## config.mk

```make
export PLATFORM = sky130hd
export DESIGN_NAME = ps2_host_tx
export DESIGN_NICKNAME = d
export VERILOG_FILES = /design/src/rtl/ps2_host_tx.sv
export SDC_FILE = /design/constraint.sdc
export NUM_CORES = 1
export LEC_CHECK = 0
export BUFFER_PORTS_ARGS = -buffer_cell sky130_fd_sc_hd__buf_2
export CAP_MARGIN = 20
export CORE_MARGIN = 1
export CORE_UTILIZATION = 54
export CTS_CLUSTER_DIAMETER = 200
export DETAILED_ROUTE_END_ITERATION = 16
export PLACE_DENSITY = 0.71
export SLEW_MARGIN = 20
export SYNTH_ARGS = -nofsm -noshare
export SYNTH_HDL_FRONTEND = slang
export SYNTH_SLANG_ARGS = --single-unit
```

## constraint.sdc

```tcl
create_clock -name clk -period 1.75 [get_ports clk]
set_clock_uncertainty 0.1 [all_clocks]
set_input_delay 0.35 -clock clk [delete_from_list [all_inputs] [get_ports clk]]
set_output_delay 0.35 -clock clk [all_outputs]
set_load 0.05 [all_outputs]
```

## src/rtl/ps2_host_tx.sv

```systemverilog
//------------------------------------------------------------------------------
// Module      : ps2_host_tx
// Description : PS/2 host-to-device command transmitter (open-drain enables).
// Revision    : 1.0 - initial release
//------------------------------------------------------------------------------
`default_nettype none

module ps2_host_tx #(
    parameter int INHIBIT_CYCLES = 5000,
    parameter int TIMEOUT_CYCLES = 750000,
    parameter int FILTER_LEN     = 8
) (
    input  logic       clk,
    input  logic       ar,
    input  logic       ps2_clk_in,
    input  logic       ps2_dat_in,
    output logic       ps2_clk_low,
    output logic       ps2_dat_low,
    input  logic [7:0] tx_data,
    input  logic       tx_valid,
    output logic       tx_ready,
    output logic       busy,
    output logic       tx_done,
    output logic       tx_err
);

    localparam int INH_W = $clog2(INHIBIT_CYCLES + 1);
    localparam int TO_W  = $clog2(TIMEOUT_CYCLES + 1);
    localparam logic [INH_W-1:0] C_INH_LAST = INH_W'(INHIBIT_CYCLES - 1);
    localparam logic [TO_W-1:0]  C_TO_LAST  = TO_W'(TIMEOUT_CYCLES - 1);

    typedef enum logic [2:0] {
        S_IDLE, S_INHIBIT, S_RTS, S_SEND, S_ACK, S_WAIT_IDLE, S_DONE, S_ERR
    } state_t;

    state_t                r_state, w_next;
    logic                  r_clk_s1, r_clk_s2, r_dat_s1, r_dat_s2;
    logic [FILTER_LEN-1:0] r_clk_hist;
    logic                  r_clk_filt, r_clk_filt_d;
    logic [7:0]            r_data;
    logic                  r_parity;
    logic [3:0]            r_bit_idx;
    logic                  r_dat_low;
    logic [INH_W-1:0]      r_inh_cnt;
    logic [TO_W-1:0]       r_to_cnt;
    logic                  w_fall, w_timed, w_timeout;

    // Synchronizers plus a run-length filter on the clock line; the filtered
    // level only flips once the whole history window agrees.
    always_ff @(posedge clk or negedge ar) begin
        if (!ar) begin
            r_clk_s1     <= 1'b1;
            r_clk_s2     <= 1'b1;
            r_dat_s1     <= 1'b1;
            r_dat_s2     <= 1'b1;
            r_clk_hist   <= '1;
            r_clk_filt   <= 1'b1;
            r_clk_filt_d <= 1'b1;
        end else begin
            r_clk_s1     <= ps2_clk_in;
            r_clk_s2     <= r_clk_s1;
            r_dat_s1     <= ps2_dat_in;
            r_dat_s2     <= r_dat_s1;
            r_clk_hist   <= {r_clk_hist[FILTER_LEN-2:0], r_clk_s2};
            r_clk_filt_d <= r_clk_filt;
            if (&r_clk_hist) begin
                r_clk_filt <= 1'b1;
            end else if (~|r_clk_hist) begin
                r_clk_filt <= 1'b0;
            end
        end
    end

    assign w_fall    = r_clk_filt_d & ~r_clk_filt;
    assign w_timed   = (r_state == S_RTS) || (r_state == S_SEND) ||
                       (r_state == S_ACK) || (r_state == S_WAIT_IDLE);
    assign w_timeout = w_timed && (r_to_cnt == C_TO_LAST);

    always_ff @(posedge clk or negedge ar) begin
        if (!ar) begin
            r_state <= S_IDLE;
        end else begin
            r_state <= w_next;
        end
    end

    always_comb begin
        w_next      = r_state;
        tx_ready    = 1'b0;
        busy        = 1'b1;
        tx_done     = 1'b0;
        tx_err      = 1'b0;
        ps2_clk_low = 1'b0;
        ps2_dat_low = 1'b0;
        case (r_state)
            S_IDLE: begin
                tx_ready = 1'b1;
                busy     = 1'b0;
                if (tx_valid) w_next = S_INHIBIT;
            end
            S_INHIBIT: begin
                ps2_clk_low = 1'b1;
                if (r_inh_cnt == C_INH_LAST) w_next = S_RTS;
            end
            S_RTS: begin
                ps2_dat_low = 1'b1;
                w_next      = S_SEND;
            end
            S_SEND: begin
                ps2_dat_low = r_dat_low;
                if (w_fall && (r_bit_idx == 4'd9)) w_next = S_ACK;
            end
            S_ACK: begin
                if (w_fall) w_next = r_dat_s2 ? S_ERR : S_WAIT_IDLE;
            end
            S_WAIT_IDLE: begin
                if (r_clk_filt && r_dat_s2) w_next = S_DONE;
            end
            S_DONE: begin
                tx_done = 1'b1;
                w_next  = S_IDLE;
            end
            S_ERR: begin
                tx_err = 1'b1;
                w_next = S_IDLE;
            end
            default: w_next = S_IDLE;
        endcase
        if (w_timeout) w_next = S_ERR;
    end

    // The timeout counter holds at zero through INHIBIT, so it reads zero in
    // the RTS cycle and equals the number of cycles elapsed since RTS after.
    always_ff @(posedge clk or negedge ar) begin
        if (!ar) begin
            r_data    <= '0;
            r_parity  <= 1'b0;
            r_bit_idx <= '0;
            r_dat_low <= 1'b0;
            r_inh_cnt <= '0;
            r_to_cnt  <= '0;
        end else begin
            case (r_state)
                S_IDLE: begin
                    if (tx_valid) begin
                        r_data    <= tx_data;
                        r_parity  <= ~^tx_data;
                        r_inh_cnt <= '0;
                        r_to_cnt  <= '0;
                    end
                end
                S_INHIBIT: begin
                    r_inh_cnt <= r_inh_cnt + 1'b1;
                    r_to_cnt  <= '0;
                end
                S_RTS: begin
                    r_bit_idx <= '0;
                    r_dat_low <= 1'b1;
                    r_to_cnt  <= r_to_cnt + 1'b1;
                end
                S_SEND: begin
                    r_to_cnt <= r_to_cnt + 1'b1;
                    if (w_fall) begin
                        if (r_bit_idx < 4'd8) begin
                            r_dat_low <= ~r_data[r_bit_idx[2:0]];
                        end else if (r_bit_idx == 4'd8) begin
                            r_dat_low <= ~r_parity;
                        end else begin
                            r_dat_low <= 1'b0;
                        end
                        r_bit_idx <= r_bit_idx + 1'b1;
                    end
                end
                S_ACK, S_WAIT_IDLE: begin
                    r_to_cnt <= r_to_cnt + 1'b1;
                end
                default: begin
                end
            endcase
        end
    end

endmodule

`default_nettype wire
```

* Word level (Yosys, flattened, before mapping)
Cells that the tools add are included.
Storage, ports and cells: register bits after elaboration 64, latch bits 0, bits in writable memories 0, ROM bits 0, bits of input ports 13, output and inout port bits 6, word-level logic and storage cells 90, memories kept 0
Operators by class: add/sub/neg operators 3, multipliers 0, divide/modulo/power cells 0, order comparisons 2, eq/ne operators 19, shifts and indexed selects 0, multiplexer cells 28, bitwise operators 4, reduce and logical (&&, ||, !) cells 20
Operators with widths (number):
- $pmux 20 s3 | 1
- $pmux 13 s2 | 1
- $pmux 3 s7 | 1
- $add 20x1->20 const B | 1
- $eq 20x20->1 const B | 1
- $mux 20 | 1
- $mux 3 | 6
- $add 13x1->13 const B | 1
- $eq 13x13->1 const B | 1
- $mux 13 | 1
- $eq 3x3->1 const B | 4
- $mux 1 | 11
- $ne 3x3->1 const B | 3
- $eq 4x4->1 const B | 2
- $pmux 4 s2 | 1
- $reduce_and 2->1 | 4
- $reduce_and 8->1 | 1
- $reduce_or 8->1 | 1
- $reduce_xnor 8->1 | 1
- $eq 3x2->1 const B | 2
- $ne 2x2->1 const B | 3
- $ne 3x2->1 const B | 2
- $reduce_and 5->1 | 1
- $add 4x1->4 const B | 1
- other kinds (16) | 24

* Logic depth before layout (Yosys ltp)
Gate-level depths: netlist of run 1.
depth in word-level cells 7, gate-level depth with buffers 7, depth with buffers taken out 6

* Worst setup path after synthesis of run 1
No wires, ideal clock.
path type register -> register, from reg r_state[1], to reg r_inh_cnt[3], setup time 0.130 ns, arrival 1.931 ns, data required time 1.520 ns, slack -0.412 ns, cell stages (with the launch flop) 7, buffers on the path 1, clock period less this slack 2.162 ns, cell sequence dfrtp_1 -> clkbuf_2 -> or3_1 -> inv_1 -> a21oi_1 -> o21ai_0 -> o21ai_0
Between the ends: word-level cells in the longest chain between the ends 3, elaborated cells on any way between the ends 6, classes of those cells 2 x eq/ne; 1 x mux; 3 x reduce/logical
Ends and longest elaborated chain:
- start: declaration | line 36 | state_t r_state, w_next;
- start signal: assignment | line 83 | r_state <= w_next;
- $eq 3x1->1 or $logic_not 3->1 (tied branches) | line 143 | case (r_state)
- $reduce_bool 2->1 (no line) or $ne 2x2->1 (tied branches)
- $reduce_and 2->1 (no line)
- end signal: assignment | line 153 | r_inh_cnt <= r_inh_cnt + 1'b1;
- end: declaration | line 44 | logic [INH_W-1:0] r_inh_cnt;
Several ways; a longest one is shown, not always the timed one. A chain may end at the register's enable or synchronous reset.

* Worst setup path in the final report of run 1
from reg r_state[1], to out tx_ready
Between the ends: word-level cells in the longest chain between the ends 2
Ends and longest elaborated chain:
- $logic_not 3->1 | line 95 | case (r_state)
- $mux 1 | line 95
- end: declaration | line 21 | output logic tx_ready,
No other way between the ends.

==> metrics.txt, run 1 <==
status finished, violations left; failing checks negative setup slack; crit path to tx_ready; Synth-to-Final Area Change 41.1%; row cnt 27; Detail Placement HPWL 5060 um; die height 79.2 um; Top FF cell, synth dfrtp_1; synthesized flop and latch total 64; vias in the first global route 2845; Lkg Pwr 1.97 nW; antenna diode count 0; Max Slew Vio Count 0; pin count of the biggest net entering global routing 28; # DRC 0; CTS tree yes; power share of the clock group 35.4%; mux contribution to synthesized area 6.38%; Mapped Nets 330; Slew headroom 60.6%; final setup fails 44; max-cap violations 0; clk buf depth 2; total power per unit cell area 822 nW/um^2; crit-path max FO 5; time the worst path needs with I/O delays and setup 2.01 ns; Hold Vio Cnt, Final 0; Post-Synthesis Cells 312; Setup crit start r_state[1]$_DFFE_PN0P_; CTS Root Cell clkbuf_8; critical path class reg -> out; Reg power frac 45.4%; first-pass GRT wire length 13500 um; Avg Cell Area, Syn 10.3 sq um; Synth Area in XOR/XNOR 4.08%; final worst setup slack -0.263 ns; clock latency on the worst-skew pair 0.35 ns; worst path cell trace buf_6, or3_4, clkinvlp_4, buf_8; post-route clock period utilization 115%; Die Area 6270 sq um; worst-case vdd ir drop 0.496 mV; Syn Std Cell Area 3220 sq um; final WL 8660 um; largest family of logic cells by synthesized area simple AND/OR/NAND/NOR gates; CTS H-Tree Depth 3; overall global routing resource usage 28.2%; Pwr Total 3.73 mW; Reg clk slew, reported paths 0.08 ns; Worst Path Required 1.30 ns; Combinational Power Share 19.2%; ANT nets after route 0; CP max stage cell dfrtp_2; yosys warns 0; initial antenna violation count 0; startpoint types flop; Worst-Margin Slew 0.588 ns; NumNets Final 425; Fmax 0.497 GHz; DRT iter0 DRCs 251; share of layout cells above drive strength 1 42.2%; Seq/Total Area, Yosys 50.3%; setup TNS -5.64 ns; Sink Count 64; core box area 5610 sq um; Largest stage delay, worst path 0.45 ns; Compound-Gate Fraction of Synth Area 12.8%; Initial Util 57.4%; net switching power 1.11 mW; internal power 2.62 mW; crit end category output pin; critical path arrival 1.56 ns; number of flops mapped to enable cells by yosys 0; Distinct cells, synth 52; total CTS buffers 9; Hold Crit Start tx_data[3]; RSZ-0062 raised after global routing true; Top Ports 19; Avg Vias per Cell 6.04; Port-buffer cells 18; ys async rst share 100%; Synth Area in Simple Gates 21.9%; Die Wd 79.2 um; drt pass-1 iters 4; sw frac 29.8%; DR WL/cell 17.9 um; FF-to-FF path depth 4; Vias 2921; GR Overflow Total 0; r2r endpoint r_inh_cnt[12]$_DFFE_PN0P_; most frequent cells in the layout 57 x buf_4, 47 x dfrtp_1, 25 x nand2_1; reg-to-reg setup timing slack -0.23 ns; leading cell type in the layout, fill and taps excluded buf_4; HP Class in -> reg; reg2reg start r_state[1]$_DFFE_PN0P_; routability congestion estimate 0.846; Post-Synth Adder-Cell Area 1.94%
-- synth_stat cells, drive strengths merged, types with 7 or more instances --
cell type   n  area (sq um)
mux2i       7          70.1
nand3      17          90.1
xor2        9          78.8
nand2      27           101
mux2        8          90.1
inv         9          33.8
and3        8          50.1
nor2       18          67.6
a21oi      17          85.1
or4        11          82.6
nand4      13          81.3
o31ai       9          72.6
o21ai      21           105
dfstp      14           368
dfrtp      50          1250
-- critical path: cells and delay by family, from the launching register on --
family | cells | cell delay [ns]
flops | 1 | 0.45
simple gates | 1 | 0.40
buf+inv | 3 | 0.36
-- logic make-up after synthesis --
logic type / after synthesis
simple gates: 126
compound gates: 65
flops: 64
buf+inv: 20
mux: 17
xor+xnor: 15
fa+ha+maj: 5
-- repair_timing --
action,CTS,global route
endpoints found under the setup margin,31,50
hold buffers,3,0
buffers inserted,14,6
pin swaps,14,21
resized for setup,52,30
gates cloned,1,1
endpoints found under the hold margin,3,0
-- layout make-up --
class,instances,area (sq um)
well taps,72,90.1
clock buffers,11,174
inverters,10,53.8
multi-input cells,228,1720
repair buffers,94,848
fillers,329,1070
flip-flops and latches,64,1620
clock inverters,5,32.5
-- layer usage --
layer | GRT usage (%) | up-vias | wire, um
met3 | 5.63 | 24 | 465
met5 | 0 | - | 0
met2 | 48.3 | 112 | 4510
li1 | - | 1355 | -
met1 | 34.7 | 1430 | 3480
met4 | 11.8 | 0 | 209
-- flip-flops by register name, indices dropped and copies added (netlist names) --
signal        count
r_to_cnt         20
r_inh_cnt        13
r_clk_hist        8
r_data            8
r_bit_idx         4
r_state           3
r_clk_filt        1
r_clk_filt_d      1
r_clk_s1          1
r_clk_s2          1
r_dat_low         1
r_dat_s1          1
r_dat_s2          1
r_parity          1
-- power by group through the flow --
| stage | sequential, mW | combinational, mW | clock [mW] |
|---|---|---|---|
| floorplan | 1.70 | 0.308 | 0 |
| finish | 1.69 | 0.716 | 1.32 |
| detailed placement | 1.72 | 0.545 | 0 |
| global placement | 1.71 | 0.526 | 0 |
| CTS | 1.69 | 0.615 | 1.33 |
| global route | 1.71 | 0.774 | 1.41 |
-- worst min-delay path by stage --
stage / to / depth (start not counted)
after floorplan: r_bit_idx[0]$_DFFE_PN0P_ / 0
after global placement: r_to_cnt[0]$_DFFE_PN0P_ / 1
after detailed placement: r_to_cnt[0]$_DFFE_PN0P_ / 1
after CTS: r_data[3]$_DFFE_PN0P_ / 2
after global routing: r_data[3]$_DFFE_PN0P_ / 2
final: r_data[3]$_DFFE_PN0P_ / 2
-- metrics by stage --
stage | worst slack, ns | util, % | instance area (sq um) | hold slack (ns) | instances
floorplan | -0.114 | - | 3260 | -0.0456 | 312
global placement | -0.0851 | 68.0 | 3810 | 0.147 | 444
detailed placement | -0.141 | 68.0 | 3810 | 0.150 | 444
CTS | -0.238 | 77.8 | 4360 | 0.156 | 478
global route | -0.306 | 81.0 | 4540 | 0.150 | 484
finish | -0.263 | 81.0 | 4540 | 0.160 | 484
Note: power is estimated with default switching activity, not from simulation.
==> inputs of run 2 (changes only) <==
- clock period: 1.75 -> 1.6 ns (I/O delays scaled with it)
==> run 2 against run 1 <==
  * The run still ends with negative setup slack left
  * First-iteration DRC count grew 2.0%
  * Die area unchanged
  * Non-clock buffer count grew 13
  * Global-route usage is 1.2 points higher
  * Flip-flop and latch count unchanged
  * Sequential power rose by 9%
  * Core utilization grew 2.1 points
  * Register-to-register slack worse by 0.15 ns
  * Setup slack got worse by 0.14 ns
  * Clock power increased by 3%
  * Via count up 3.4%
  * Largest cell class unchanged
  * Largest power group unchanged
==> metrics.txt, run 2 (synthesized netlist as in run 1, its figures left out) <==
status finished, violations left; failing checks negative setup slack; ANT nets after route 0 (unchanged); sw frac 29.4% (-0.40 points); overall global routing resource usage 29.4% (+1.2 points); final worst setup slack -0.400 ns (-0.137 ns); biggest regs r_to_cnt (20), r_inh_cnt (13); GR Overflow Total 0 (unchanged); first-pass GRT wire length 14000 um (+3.4%); antenna diode count 0 (unchanged); critical path class reg -> out; Die Area 6270 sq um (unchanged); HP Class in -> reg; placed cells 456 (+2.7%); row cnt 27 (unchanged); crit end category output pin; # DRC 0 (unchanged); Fmax 0.500 GHz; DR WL/cell 17.9 um (about the same); Placement Cell Area 3930 sq um (+3.0%); Max Slew Vio Count 0 (unchanged); Avg Vias per Cell 6.08 (+0.68%); core box area 5610 sq um (unchanged); DRT iter0 DRCs 256 (+2.0%); Hold Vio Cnt, Final 0 (unchanged); final setup fails 49 (+11%); final WL 8890 um (+2.6%); Synth-to-Final Area Change 44.8%; crit-path max FO 5 (unchanged); initial antenna violation count 0 (unchanged); Vias 3020 (+3.4%); worst path cell trace buf_6, or3_4, clkinvlp_4, buf_8; largest reg by FF count r_to_cnt; Largest stage delay, worst path 0.46 ns (about the same); total power per unit cell area 867 nW/um^2 (+5.4%); worst-case vdd ir drop 0.756 mV (+53%); most frequent cells in the layout 70 x buf_4, 46 x dfrtp_1, 24 x nand2_1; Lkg Pwr 2.02 nW (+2.7%); RSZ-0062 raised after global routing true; startpoint types flop; Port-buffer cells 18 (unchanged); Worst-Margin Slew 0.431 ns (-0.157 ns); net switching power 1.19 mW (+6.8%); post-route clock period utilization 125%; routability congestion estimate 0.862 (+1.9%); Final Cell Area 4660 sq um (+2.6%); Detail Placement HPWL 5050 um (-0.25%); critical path arrival 1.58 ns (+0.02 ns); Top Ports 19 (unchanged); share of layout cells above drive strength 1 44.5% (+2.2 points); Reg clk slew, reported paths 0.07 ns (about the same); clock latency on the worst-skew pair 0.35 ns (about the same); max-cap violations 0 (unchanged); Combinational Power Share 20.5% (+1.3 points); CTS Root Cell clkbuf_8; time the worst path needs with I/O delays and setup 2.00 ns; Initial Util 57.4% (unchanged); CTS H-Tree Depth 3 (unchanged); Final Non-Filler Cells 497 (+2.7%); leading cell type in the layout, fill and taps excluded buf_4; NumNets Final 438 (+3.1%); Die Wd 79.2 um (unchanged); clk buf depth 2 (unchanged); internal power 2.85 mW (+8.8%); max reg flops 20 (unchanged); Slew headroom 71.1% (+11 points); die height 79.2 um (unchanged); total CTS buffers 9 (unchanged); pin count of the biggest net entering global routing 65 (+130%); CTS tree yes; drt pass-1 iters 5 (+1); vias in the first global route 2966 (+4.3%); Hold WS 0.125 ns (-0.0351 ns); Worst Path Required 1.18 ns (-0.12 ns); Reg power frac 45.8% (+0.4 points); power share of the clock group 33.7% (-1.7 points); Sink Count 64 (unchanged); CP max stage cell dfrtp_2; Filler cells 308 (-6.4%)
-- run 2: changes by cell type in the layout (fill, tap and decap cells not counted), moves of 3 or more --
cell	previous run	this run
inv_4	3	0
buf_4	57	70
clkbuf_16	3	0
clkinvlp_4	1	4
-- run 2: metal layers --
metal | global-route usage, % | vias to the layer above | wire length, um
met4 | 15.6 | 0 | 313
met2 | 50.6 | 100 | 4550
met5 | 0 | - | 0
li1 | - | 1391 | -
met1 | 35.1 | 1497 | 3680
met3 | 5.06 | 32 | 347
-- run 2: critical path: cells and delay by family, from the launching register on --
| kind | cells | cell delay, ns |
|---|---|---|
| AND/OR/NAND/NOR | 1 | 0.40 |
| flip-flops | 1 | 0.46 |
| buffers and inverters | 3 | 0.38 |
-- run 2: layout make-up --
class                   instances  area (sq um)  share of cell area [%]
well taps                      72          90.1                    1.93
inverters                      10          57.6                    1.23
flip-flops and latches         64          1620                    34.8
multi-input cells             228          1740                    37.4
clock inverters                 6          60.1                    1.29
clock buffers                  10           128                    2.74
repair buffers                107           958                    20.6
-- run 2: timing repair --
action                     4_1_cts  5_1_grt
hold endpoints to repair        52        0
hold buffers                     3        0
buffers inserted                12        7
resized for setup               55       28
setup endpoints to repair       50       53
cloned                           2        1
pin swaps                       14       16
-- run 2: worst paths after layout --
path                                   startpoint                  endpoint  slack [ns]  cells after the start
min in group asynchronous                      ar   r_to_cnt[0]$_DFFE_PN0P_        0.41                      3
hold reg to reg                r_clk_s2$_DFF_PN1_   r_clk_hist[0]$_DFF_PN1_        0.26                      0
setup reg to reg           r_state[1]$_DFFE_PN0P_  r_to_cnt[15]$_DFFE_PN0P_       -0.38                      7
hold / removal                         tx_data[5]     r_data[5]$_DFFE_PN0P_        0.13                      2
setup / recovery           r_state[1]$_DFFE_PN0P_                  tx_ready       -0.40                      4
max in group asynchronous                      ar   r_clk_hist[4]$_DFF_PN1_        0.68                      3
-- run 2: power by group through the flow --
stage / registers, mW / logic, mW / clock network, mW
CTS: 1.84 / 0.720 / 1.37
global placement: 1.86 / 0.635 / 0
global route: 1.86 / 0.904 / 1.42
floorplan: 1.86 / 0.341 / 0
detailed placement: 1.87 / 0.651 / 0
finish: 1.85 / 0.830 / 1.36
-- run 2: stage by stage --
stage / util, % / setup TNS, ns / power, mW / worst slack (ns)
6_report: 83.1 / -13.54 / 4.04 / -0.400
5_1_grt: 83.1 / -15.24 / 4.18 / -0.420
4_1_cts: 80.0 / -11.83 / 3.93 / -0.374
3_5_place_dp: 70.0 / -7.87 / 2.52 / -0.301
3_3_place_gp: 70.0 / -6.85 / 2.49 / -0.231
2_1_floorplan: - / -4.73 / 2.20 / -0.260
==> inputs of run 3 (changes only) <==
- CORE_UTILIZATION: 54 -> 60
- CTS_CLUSTER_SIZE: not set -> 10
- PLACE_DENSITY: 0.71 -> 0.75
- clock period: 1.6 -> 1.9 ns (I/O delays scaled with it)
==> run 3 against run 2 <==
  * The run still ends with negative setup slack left
  * Non-clock buffer count fell by 52
  * Cell area shrank 15%
  * Largest power group unchanged
  * Die area is 9.8% lower
  * Global-route usage decreased by 0.34 points
  * Final cell count is 11% lower
  * Sequential power decreased by 15%
  * Largest cell class is now flip-flops and latches
==> metrics.txt, run 3 (synthesized netlist as in run 1, its figures left out) <==
worst path cell trace buf_6, or3_4, clkinvlp_4, buf_8; Largest stage delay, worst path 0.44 ns (-0.02 ns); NumNets Final 387 (-12%); Hold Vio Cnt, Final 0 (unchanged); critical path arrival 1.54 ns (-0.04 ns); vias in the first global route 2657 (-10%); delay-heaviest family, CP flip-flops; DR WL/cell 16.5 um (-7.9%); share of layout cells above drive strength 1 29.4% (-15 points); CP max stage cell dfrtp_2; drt pass-1 iters 4 (-1); clock latency on the worst-skew pair 0.35 ns (about the same); pin count of the biggest net entering global routing 43 (-34%); Detail Placement HPWL 4670 um (-7.6%); CTS H-Tree Depth 3 (unchanged); routability congestion estimate 0.900 (+4.4%); final setup fails 10 (-80%); overall global routing resource usage 29.1% (-0.34 points); Initial Util 62.6% (+5.2 points); largest reg by FF count r_to_cnt; WP buf/inv 3 (unchanged); Pwr Total 3.15 mW (-22%); Worst-Margin Slew 0.523 ns (+0.0922 ns); setup TNS -0.544 ns (+13.00 ns); row cnt 26 (-3.7%); CTS tree yes; total CTS buffers 9 (unchanged); Die Wd 75.2 um (-5.0%); initial antenna violation count 0 (unchanged); post-route clock period utilization 106%; Lkg Pwr 1.68 nW (-17%); Synth-to-Final Area Change 23.3%; max-cap violations 0 (unchanged); core box area 5140 sq um (-8.3%); time the worst path needs with I/O delays and setup 2.02 ns; GR Overflow Total 0 (unchanged); startpoint types flop; first-pass GRT wire length 11900 um (-14%); final WL 7310 um (-18%); total power per unit cell area 794 nW/um^2 (-8.4%); worst-case vdd ir drop 0.561 mV (-26%); CTS Root Cell clkbuf_8; ANT nets after route 0 (unchanged); antenna diode count 0 (unchanged); Avg Vias per Cell 6.10 (+0.41%); clk buf depth 2 (unchanged); Vias 2709 (-10%); Max Slew Vio Count 0 (unchanged); Port-buffer cells 18 (unchanged); post-place setup slack -0.0202 ns (+0.281 ns); crit end category output pin; Top Ports 19 (unchanged); die height 75.2 um (-5.0%); critical path class reg -> out; crit-path max FO 5 (unchanged); RSZ-0062 raised after global routing true; leading cell type in the layout, fill and taps excluded dfrtp_1; Sink Count 64 (unchanged); status finished, violations left; failing checks negative setup slack; Reg clk slew, reported paths 0.07 ns (about the same); Die Area 5660 sq um (-9.8%); HP Class in -> reg; DRT iter0 DRCs 194 (-24%); # DRC 0 (unchanged); max reg flops 20 (unchanged); most frequent cells in the layout 49 x dfrtp_1, 27 x nand2_1, 26 x buf_4; Slew headroom 64.7% (-6.4 points); Worst Path Required 1.42 ns (+0.24 ns); biggest regs r_to_cnt (20), r_inh_cnt (13); Filler cells 374 (+21%); final worst setup slack -0.122 ns (+0.278 ns); Fmax 0.495 GHz
run 3: area by class of cell:
class	instances	area, sq um	share of cell area, %
clock buffers	13	149	3.75
clock inverters	3	17.5	0.442
inverters	10	57.6	1.45
multi-input cells	229	1570	39.5
flip-flops and latches	64	1620	40.9
well taps	70	87.6	2.21
repair buffers	55	468	11.8
run 3: stage by stage:
stage	area, sq um	utilization, %	hold slack [ns]	cells
6_report	3970	77.2	0.0175	444
3_3_place_gp	3560	69.3	0.247	415
5_1_grt	3970	77.2	0.0103	444
2_1_floorplan	3230	-	-0.0156	312
4_1_cts	3860	75.1	0.0145	437
3_5_place_dp	3560	69.3	0.249	415
run 3: routing by layer:
metal | global-route usage, % | wire length, um
met4 | 14.2 | 151
met5 | 0 | 0
met1 | 34.5 | 3130
met3 | 7.23 | 304
met2 | 49.6 | 3730
run 3: timing repair:
| action | CTS | global route |
|---|---|---|
| endpoints found under the hold margin | 52 | 0 |
| cloned | 0 | 1 |
| pin swaps | 4 | 4 |
| endpoints found under the setup margin | 7 | 38 |
| setup buffers | 5 | 6 |
| hold buffers | 1 | 0 |
| resized for setup | 24 | 15 |
run 3: worst paths after layout:
kind | from | to | slack [ns] | cells past startpoint
min | ps2_clk_in | r_clk_s1$_DFF_PN1_ | 0.02 | 1
max | r_state[2]$_DFFE_PN0P_ | tx_ready | -0.12 | 4
min reg2reg | r_clk_s2$_DFF_PN1_ | r_clk_hist[0]$_DFF_PN1_ | 0.26 | 0
min in group asynchronous | ar | r_clk_hist[3]$_DFF_PN1_ | 0.45 | 2
max in group asynchronous | ar | r_dat_s1$_DFF_PN1_ | 0.93 | 3
max reg2reg | r_state[1]$_DFFE_PN0P_ | r_to_cnt[2]$_DFFE_PN0P_ | -0.05 | 6
run 3: where the power goes:
group	total (mW)	switching [mW]	internal, mW
Combinational	0.560	0.294	0.266
Sequential	1.57	0.0967	1.47
Clock	1.03	0.520	0.505
Total	3.15	0.910	2.24
